<file path="config.mk">
export PLATFORM = sky130hd
export DESIGN_NAME = skew_transpose_buffer_flat
export DESIGN_NICKNAME = d
export VERILOG_FILES = /design/src/rtl/skew_transpose_buffer_pkg.sv /design/src/rtl/skew_transpose_buffer_if.sv /design/src/rtl/skew_transpose_buffer_tile_bank.sv /design/src/rtl/skew_transpose_buffer.sv /design/src/flat_wrapper.sv
export SDC_FILE = /design/constraint.sdc
export NUM_CORES = 2
export LEC_CHECK = 0
export CORE_ASPECT_RATIO = 1.75
export CORE_UTILIZATION = 35
export CTS_CLUSTER_DIAMETER = 40
export DETAILED_ROUTE_END_ITERATION = 10
export HOLD_SLACK_MARGIN = 0.02
export PLACE_DENSITY_LB_ADDON = 0.15
export REMOVE_ABC_BUFFERS = 1
export SLEW_MARGIN = 20
export SYNTH_ARGS = -nofsm -noshare
export SYNTH_HDL_FRONTEND = slang
export SYNTH_HIERARCHICAL = 1
export SYNTH_SLANG_ARGS = --single-unit
export TNS_END_PERCENT = 100
</file>
<file path="constraint.sdc">
create_clock -name clk -period 55.2 [get_ports clk]
set_clock_uncertainty 0.1 [all_clocks]
set_input_delay 8.28 -clock clk [delete_from_list [all_inputs] [get_ports clk]]
set_output_delay 8.28 -clock clk [all_outputs]
set_load 0.05 [all_outputs]
</file>
<file path="src/rtl/skew_transpose_buffer_pkg.sv">
// Shared constants, occupancy type and beat-count helper for the skew/transpose
// tile buffer.
package skew_buf_pkg;

  localparam int DEF_N    = 8;
  localparam int DEF_BITS = 8;
  localparam int DEF_SKEW = 1;

  // number of tiles resident in the two banks (0..2)
  typedef logic [1:0] occ_t;

  function automatic int num_beats(input int n, input int skew);
    return n + skew * (n - 1);
  endfunction

endpackage

</file>
<file path="src/rtl/skew_transpose_buffer_if.sv">
// Tile load port and beat stream port of the skew/transpose buffer.
interface skew_transpose_buffer_if
  import skew_buf_pkg::*;
#(
  parameter int N    = DEF_N,
  parameter int BITS = DEF_BITS
);

  logic                            ld_valid;
  logic                            ld_ready;
  logic                            ld_transpose;
  logic [N-1:0][N-1:0][BITS-1:0]   ld_tile;
  logic                            out_valid;
  logic                            out_ready;
  logic [N-1:0][BITS-1:0]          out_data;
  logic                            out_first;
  logic                            out_last;

  modport slave (
    input  ld_valid, ld_transpose, ld_tile, out_ready,
    output ld_ready, out_valid, out_data, out_first, out_last
  );

  modport master (
    output ld_valid, ld_transpose, ld_tile, out_ready,
    input  ld_ready, out_valid, out_data, out_first, out_last
  );

endinterface

</file>
<file path="src/rtl/skew_transpose_buffer_tile_bank.sv">
// One N x N tile bank with its transpose flag; each lane reads one element
// through a combinational row/column mux.
module tile_bank
  import skew_buf_pkg::*;
#(
  parameter int N    = DEF_N,
  parameter int BITS = DEF_BITS,
  parameter int IW   = $clog2(N)
) (
  input  logic                          clk,
  input  logic                          ld_en,
  input  logic                          ld_transpose,
  input  logic [N-1:0][N-1:0][BITS-1:0] ld_tile,
  input  logic [N-1:0][IW-1:0]          elem_idx,
  output logic [N-1:0][BITS-1:0]        lane_data
);

  logic [N-1:0][N-1:0][BITS-1:0] tile;
  logic                          tr;

  // contents are don't-care after flush, so no reset on the storage
  always_ff @(posedge clk) begin
    if (ld_en) begin
      tile <= ld_tile;
      tr   <= ld_transpose;
    end
  end

  for (genvar i = 0; i < N; i++) begin : g_lane
    assign lane_data[i] = tr ? tile[elem_idx[i]][i] : tile[i][elem_idx[i]];
  end

endmodule

</file>
<file path="src/rtl/skew_transpose_buffer.sv">
// Ping-pong N x N tile buffer: whole-tile load, optional transpose, streamed
// out one column-beat per cycle with optional per-lane diagonal skew.
module skew_transpose_buffer
  import skew_buf_pkg::*;
#(
  parameter int N    = DEF_N,
  parameter int BITS = DEF_BITS,
  parameter int SKEW = DEF_SKEW
) (
  input logic                    clk,
  input logic                    rst,
  input logic                    clr,
  skew_transpose_buffer_if.slave bus
);

  localparam int B  = num_beats(N, SKEW);
  localparam int KW = $clog2(B);
  localparam int IW = $clog2(N);

  logic          wr_sel, rd_sel;
  occ_t          count;
  logic [KW-1:0] k;

  logic flush, accept, xfer, at_last, drain;
  logic [1:0]                   ld_en;
  logic [1:0][N-1:0][BITS-1:0]  bank_data;
  logic [N-1:0][IW-1:0]         elem_idx;
  logic [N-1:0]                 win;
  logic [N-1:0][BITS-1:0]       lane_out;

  assign flush   = rst | clr;
  assign bus.ld_ready  = (count != 2'd2);
  assign bus.out_valid = (count != 2'd0);
  assign accept  = bus.ld_valid & bus.ld_ready;
  assign xfer    = bus.out_valid & bus.out_ready;
  assign at_last = (k == KW'(B - 1));
  assign drain   = xfer & at_last;

  assign bus.out_first = bus.out_valid & (k == '0);
  assign bus.out_last  = bus.out_valid & at_last;

  always_ff @(posedge clk) begin
    if (flush) begin
      wr_sel <= 1'b0;
      rd_sel <= 1'b0;
      count  <= '0;
      k      <= '0;
    end else begin
      if (accept) wr_sel <= ~wr_sel;
      if (xfer) begin
        if (at_last) begin
          k      <= '0;
          rd_sel <= ~rd_sel;
        end else begin
          k <= k + 1'b1;
        end
      end
      // load and final-beat drain in the same cycle cancel out
      count <= count + occ_t'(accept) - occ_t'(drain);
    end
  end

  for (genvar b = 0; b < 2; b++) begin : g_bank
    assign ld_en[b] = accept & ~flush & (wr_sel == 1'(b));

    tile_bank #(.N(N), .BITS(BITS), .IW(IW)) u_bank (
      .clk          (clk),
      .ld_en        (ld_en[b]),
      .ld_transpose (bus.ld_transpose),
      .ld_tile      (bus.ld_tile),
      .elem_idx     (elem_idx),
      .lane_data    (bank_data[b])
    );
  end

  // lane i sits SKEW*i beats behind lane 0; outside its N-beat window it is zero
  for (genvar i = 0; i < N; i++) begin : g_lane
    localparam int OFF = SKEW * i;
    int rel;

    always_comb rel = int'(k) - OFF;

    assign win[i]      = (rel >= 0) && (rel < N);
    assign elem_idx[i] = win[i] ? IW'(N - 1 - rel) : '0;
    assign lane_out[i] = (bus.out_valid && win[i]) ? bank_data[rd_sel][i] : '0;
  end

  assign bus.out_data = lane_out;

endmodule

</file>
<file path="src/flat_wrapper.sv">
// flat-port wrapper written by rule: the top's interface ports become plain ports
module skew_transpose_buffer_flat import skew_buf_pkg::*;
#(
  parameter int N    = DEF_N,
  parameter int BITS = DEF_BITS,
  parameter int SKEW = DEF_SKEW
)
  (clk, rst, clr, bus_ld_valid, bus_ld_transpose, bus_ld_tile, bus_out_ready, bus_ld_ready, bus_out_valid, bus_out_data, bus_out_first, bus_out_last);
  skew_transpose_buffer_if #(.N(N), .BITS(BITS)) bus_i ();
  input logic clk;
  input logic rst;
  input logic clr;
  input wire logic [$bits(bus_i.ld_valid)-1:0] bus_ld_valid;
  input wire logic [$bits(bus_i.ld_transpose)-1:0] bus_ld_transpose;
  input wire logic [$bits(bus_i.ld_tile)-1:0] bus_ld_tile;
  input wire logic [$bits(bus_i.out_ready)-1:0] bus_out_ready;
  output wire logic [$bits(bus_i.ld_ready)-1:0] bus_ld_ready;
  output wire logic [$bits(bus_i.out_valid)-1:0] bus_out_valid;
  output wire logic [$bits(bus_i.out_data)-1:0] bus_out_data;
  output wire logic [$bits(bus_i.out_first)-1:0] bus_out_first;
  output wire logic [$bits(bus_i.out_last)-1:0] bus_out_last;
  assign bus_i.ld_valid = bus_ld_valid;
  assign bus_i.ld_transpose = bus_ld_transpose;
  assign bus_i.ld_tile = bus_ld_tile;
  assign bus_i.out_ready = bus_out_ready;
  assign bus_ld_ready = bus_i.ld_ready;
  assign bus_out_valid = bus_i.out_valid;
  assign bus_out_data = bus_i.out_data;
  assign bus_out_first = bus_i.out_first;
  assign bus_out_last = bus_i.out_last;
  skew_transpose_buffer #(.N(N), .BITS(BITS), .SKEW(SKEW)) u_core (.clk(clk), .rst(rst), .clr(clr), .bus(bus_i));
endmodule
</file>
After elaboration in Yosys (flattened, before gate mapping)
Cells that the tools add are included.
{"block": "word_totals", "register_bits": 1034, "in_bits": 518, "output_inout_bits": 68, "wordCells": 309}
{"block": "classes", "order_cmp": 25, "reduce_logical": 19, "n_eq_ne": 2, "n_addsub": 18, "muxes": 99, "n_bitwise": 12}
{"operator": "$bmux 64 s3", "count": 16}
{"operator": "$bmux 8 s3", "count": 16}
{"operator": "$mux 8", "count": 42}
{"operator": "$mux 64", "count": 4}
{"operator": "$mux 56", "count": 2}
{"operator": "$mux 48", "count": 2}
{"operator": "$mux 40", "count": 2}
{"operator": "$mux 32", "count": 2}
{"operator": "$mux 24", "count": 2}
{"operator": "$ge 5x1->1 const B", "count": 7}
{"operator": "$lt 5x5->1 const B", "count": 7}
{"operator": "$lt 3x4->1 const B", "count": 8}
{"operator": "$mux 16", "count": 2}
{"operator": "$mux 3", "count": 8}
{"operator": "$sub 1x3->3 const A", "count": 7}
{"operator": "$sub 4x3->5 const B", "count": 4}
{"operator": "$logic_and 1x1->1", "count": 16}
{"operator": "$sub 4x2->5 const B", "count": 2}
{"operator": "$and 1x1->1", "count": 8}
{"operator": "$sub 4x1->5 const B", "count": 1}
{"operator": "$add 4x1->4 const B", "count": 1}
{"operator": "$eq 4x4->1 const B", "count": 1}
{"operator": "$ge 4x1->1 const B", "count": 1}
{"operator": "$logic_not 4->1", "count": 1}
{"operator": "other kinds (11)", "count": 13}

Longest topological paths before layout
{"block": "logic_depth", "word_depth": 10, "depth_mapped": 15, "mapped_depth_nobuf": 11}

By module
The synthesis kept the hierarchy.
{"mod": "tile_bank", "seq_area_each_um2": 15404.8, "n_inst": 2, "cells_each": 1082, "area_per_inst_um2": 23809.1}
{"mod": "skew_transpose_buffer", "seq_area_each_um2": 160.2, "n_inst": 1, "cells_each": 274, "area_per_inst_um2": 1986.9}

Worst setup path after synthesis
No wires, ideal clock.
{"block": "synth_path", "kind": "input -> register", "startpoint": "input clr", "endpoint": "register u_core/g_bank[0].u_bank/tile[0] (netlist bit) (enable)", "required_time_ns": 53.083, "setup_slack_ns": 9.848, "t_arrival_ns": 43.235, "setup_time_ns": 2.017, "stages": 3, "n_path_buf": 1, "cell_sequence": "or2_2 -> clkbuf_1 -> nor3_1"}
{"block": "synth_between", "elab_chain_cells": 4}
{"item": "start: declaration", "line_no": "flat_wrapper.sv:12", "text": "input logic clr;"}
{"item": "$or 1x1->1", "line_no": "skew_transpose_buffer.sv:31", "text": "assign flush = rst | clr;"}
{"item": "$not 1->1", "line_no": "skew_transpose_buffer.sv:64", "text": "assign ld_en[b] = accept & ~flush & (wr_sel == 1'(b));"}
{"item": "$and 1x1->1 (2 in series)", "line_no": "skew_transpose_buffer.sv:64"}
{"item": "net u_core.ld_en[0]", "line_no": "skew_transpose_buffer.sv:25", "text": "logic [1:0] ld_en;"}
{"item": "end signal: assignment", "line_no": "skew_transpose_buffer_tile_bank.sv:24", "text": "tile <= ld_tile;"}
{"item": "end: declaration", "line_no": "skew_transpose_buffer_tile_bank.sv:18", "text": "logic [N-1:0][N-1:0][BITS-1:0] tile;"}
The timed path passes the listed nets, and every way through them passes these cells.
A chain may end at the register's enable or synchronous reset.

==> reports/results.ini <==
[power_and_ir_drop]
power_mw = 1.75
clkPwrFrac_pct = 44.3
power_density_nw_per_um2 = 28.6
p_comb_share_pct = 4.9
ir_worst_vdd_v = 0.0000231
internal_power_mw = 1.36
power_leakage_nw = 18.7
power_frac_seq_pct = 50.8
swShare_pct = 22.7
p_sw_mw = 0.397

[drt]
drt-wirelength-per-cell_um = 39.7
drc = 0
wl_mm = 198
drt-initial-drc-count = 3366
ant_nets = 0
viasPerCell = 6.08
vias = 30200
firstDrtPassIters = 6

[die]
die_w_um = 287
initial_core_util_pct = 35.3
die_h_um = 500
num_io_pins = 586
num_rows = 182
dieArea_um2 = 143000
core-area_um2 = 141000

[clocking]
ctsLongestPathBuffers = 3
cts_resized = 0
cts_tree = done
postCtsSetupBuffers = 0
cts_buffers = 115
cts_sinks = 1034
hold_buffers = 0
cts-root-buf = clkbuf_16
htreeDepth = 3
insertion_delay_ns = 0.74
clkTransAtPathRegs_ns = 0.06

[finish]
syn_to_final_growth_pct = 23.4
fill_cells = 12100
nNetsFinal = 3557
drive_above_1_share_pct = 23.0

[yosys]
synthArstFlopShare_pct = 0
postSynthAreaPerCell_um2 = 20.3
yosysWarnings = 6
synth_top_area_cell = edfxtp_1
ys_types = 62
synthFlopType = edfxtp_1
yosysSeqAreaShare_pct = 62.4
netlist_instances = 2438
synth.area.top_cells = edfxtp_1 62%, mux4_2 17%, mux4_1 7.0%, mux2i_1 4.1%, buf_6 0.77%
yosys_register_bits = 1034
synth_edf_count = 1026
synth_area_um2 = 49600
synth.top_cell.area_share_pct = 62.1

[setup_path]
path_class = flop to output pin
critPathMaxFanout = 56
reg2reg_depth = 7
crit_path_start_kind = flop
crit_path_end_kind = output pin
crit_required_ns = 46.82
critPathArrivalTime_ns = 7.01

[hold_path]
whs_path_depth = 2
hp-class = flop to flop

[timing]
final_hold_viol_count = 0
worst_pin_slew_ns = 1.30
setup_viol = 0
rsz0062_at_grt = false
finalCriticalPeriod_ns = 15.39
maxSlewViolCount = 0
fmax_mhz = 65.0
fin_ws_ns = 39.81
final.setup.tns_ns = 0
period_share_pct = 27.9
slew_headroom_pct = 13.3

[place]
place_ws_ns = 40.48
dp_hpwl_mm = 142
portBuffers = 585
place_congestion = 0.870

[job]
drv_cap = 0

[global_routing]
grt.total_usage_pct = 27.3
grt_pass1_vias = 31700
antenna_found_initial = 28
gr-total-overflow = 0
grt_max_degree = 175
grt_pass1_wl_mm = 262

[run_status]
status = finished, final reports clean

worst max-delay path, cell delays in order (launching register included):
cell	delay [ns]
dfxtp_1	0.60
inv_2	0.36
ha_4	0.57
buf_12	0.31
nor3b_1	0.36
mux2i_4	0.13
buf_4	0.33
nor2b_4	0.34
buf_4	0.79
mux4_2	0.37
nor2b_1	0.15
a211oi_1	0.07
a21oi_1	0.19
mux2i_1	0.10
nor3_1	0.59
clkdlybuf4s50_1	0.94
cells by family (layout without fill, tap and decap cells):
group / count (synthesis) / in the layout / share of synthesized area (%)
multiplexers: 743 / 743 / 28.9
buffers and inverters: 203 / 887 / 3.02
XOR/XNOR: 6 / 6 / 0.121
AO/OA/AOI/OAI: 223 / 223 / 3.04
adder cells (fa/ha/maj): 15 / 15 / 0.378
flip-flops: 1034 / 1034 / 62.4
other: 0 / 12 / 0
AND/OR/NAND/NOR: 214 / 214 / 2.12
routing by layer:
metal  GRT usage [%]  vias to the layer above  routed length, um
met1            33.5                    15900              73000
li1                -                    11800                  -
met5               0                        -                248
met3            6.03                      424              17200
met2            45.2                     1990              96700
met4            13.3                       38              10400
layout by cell type, fill, tap and decap left out, drive strengths merged, types with 4 or more instances in the layout:
cell	n
o22a	4
a21oi	70
nor3	33
o2bb2ai	12
mux2i	205
nor2	73
clkbuf	129
a22oi	37
ha	15
nand4	4
mux2	30
o221ai	14
dfxtp	8
diode	12
nor3b	6
nand2	37
nand2b	6
clkinvlp	12
clkinv	44
edfxtp	1026
inv	39
clkdlybuf4s50	585
nor2b	38
mux4	508
bufinv	6
o21ai	10
nand3	5
buf	72
a2111oi	10
o22ai	26
a211oi	20
final timing paths:
check / start / endpoint / slack (ns)
hold reg to reg: u_core/count[1] / u_core/count[1] / 0.48
hold / removal: u_core/count[1] / u_core/count[1] / 0.48
setup reg to reg: u_core/count[0] / u_core/g_bank[0].u_bank/tile[159] / 50.98
setup / recovery: u_core/k[3] / bus_out_data[40] / 39.81
power by group through the flow:
stage	clock network, mW	logic (mW)	registers [mW]
after global placement	0	0.0838	0.907
after detailed placement	0	0.0852	0.907
final	0.776	0.0860	0.891
after floorplan	0	0.0226	0.921
after global routing	0.815	0.0895	0.891
after CTS	0.790	0.0860	0.890
sequential cells by signal (all words and copies together), names as in the netlist:
register / cells
u_core/k: 4
u_core/rd_sel: 1
u_core/g_bank.u_bank/tr: 2
u_core/count: 2
u_core/g_bank.u_bank/tile: 1024
u_core/wr_sel: 1
synth_stat cells, types with 4 or more instances:
cell type and number:
buf_4 18, dfxtp_1 8, o22a_1 4, nor3b_1 4, a211oi_1 20, buf_2 67, mux2i_1 205, nand3_1 5
o22ai_1 26, mux4_2 374, o2bb2ai_1 12, clkbuf_8 10, nor2_1 73, buf_12 8, nand2b_1 6, nand4_1 4
ha_1 15, clkbuf_1 33, buf_6 34, o21ai_0 8, a21oi_1 70, mux4_1 132, nor3_1 33, o221ai_1 14
a22oi_1 36, a2111oi_0 10, nand2_1 37, edfxtp_1 1026, nor2b_1 37, buf_8 8, mux2_2 30, buf_1 8
inv_1 12
final cells by class:
cell class                 instances  area, um^2  area share, %
antenna                           12        30.0         0.0491
clock buffer                     129        2970           4.86
clock inverter                    86         903           1.48
inverter                          15        56.3         0.0920
multi-input combinational       1201       17400           28.5
sequential                      1034       31000           50.6
tap                             1840        2300           3.76
timing repair buffer             657        6540           10.7
stage by stage:
stage	hold slack (ns)	util (%)	instance area [um^2]	cells
3_3_place_gp	0.453	40.7	57100	4738
2_1_floorplan	0.417	-	48200	2250
4_1_cts	0.477	43.4	61000	4956
3_5_place_dp	0.467	40.7	57200	4741
5_1_grt	0.515	43.5	61200	4963
6_report	0.479	43.6	61200	4974
(Power assumes the default switching activity.)
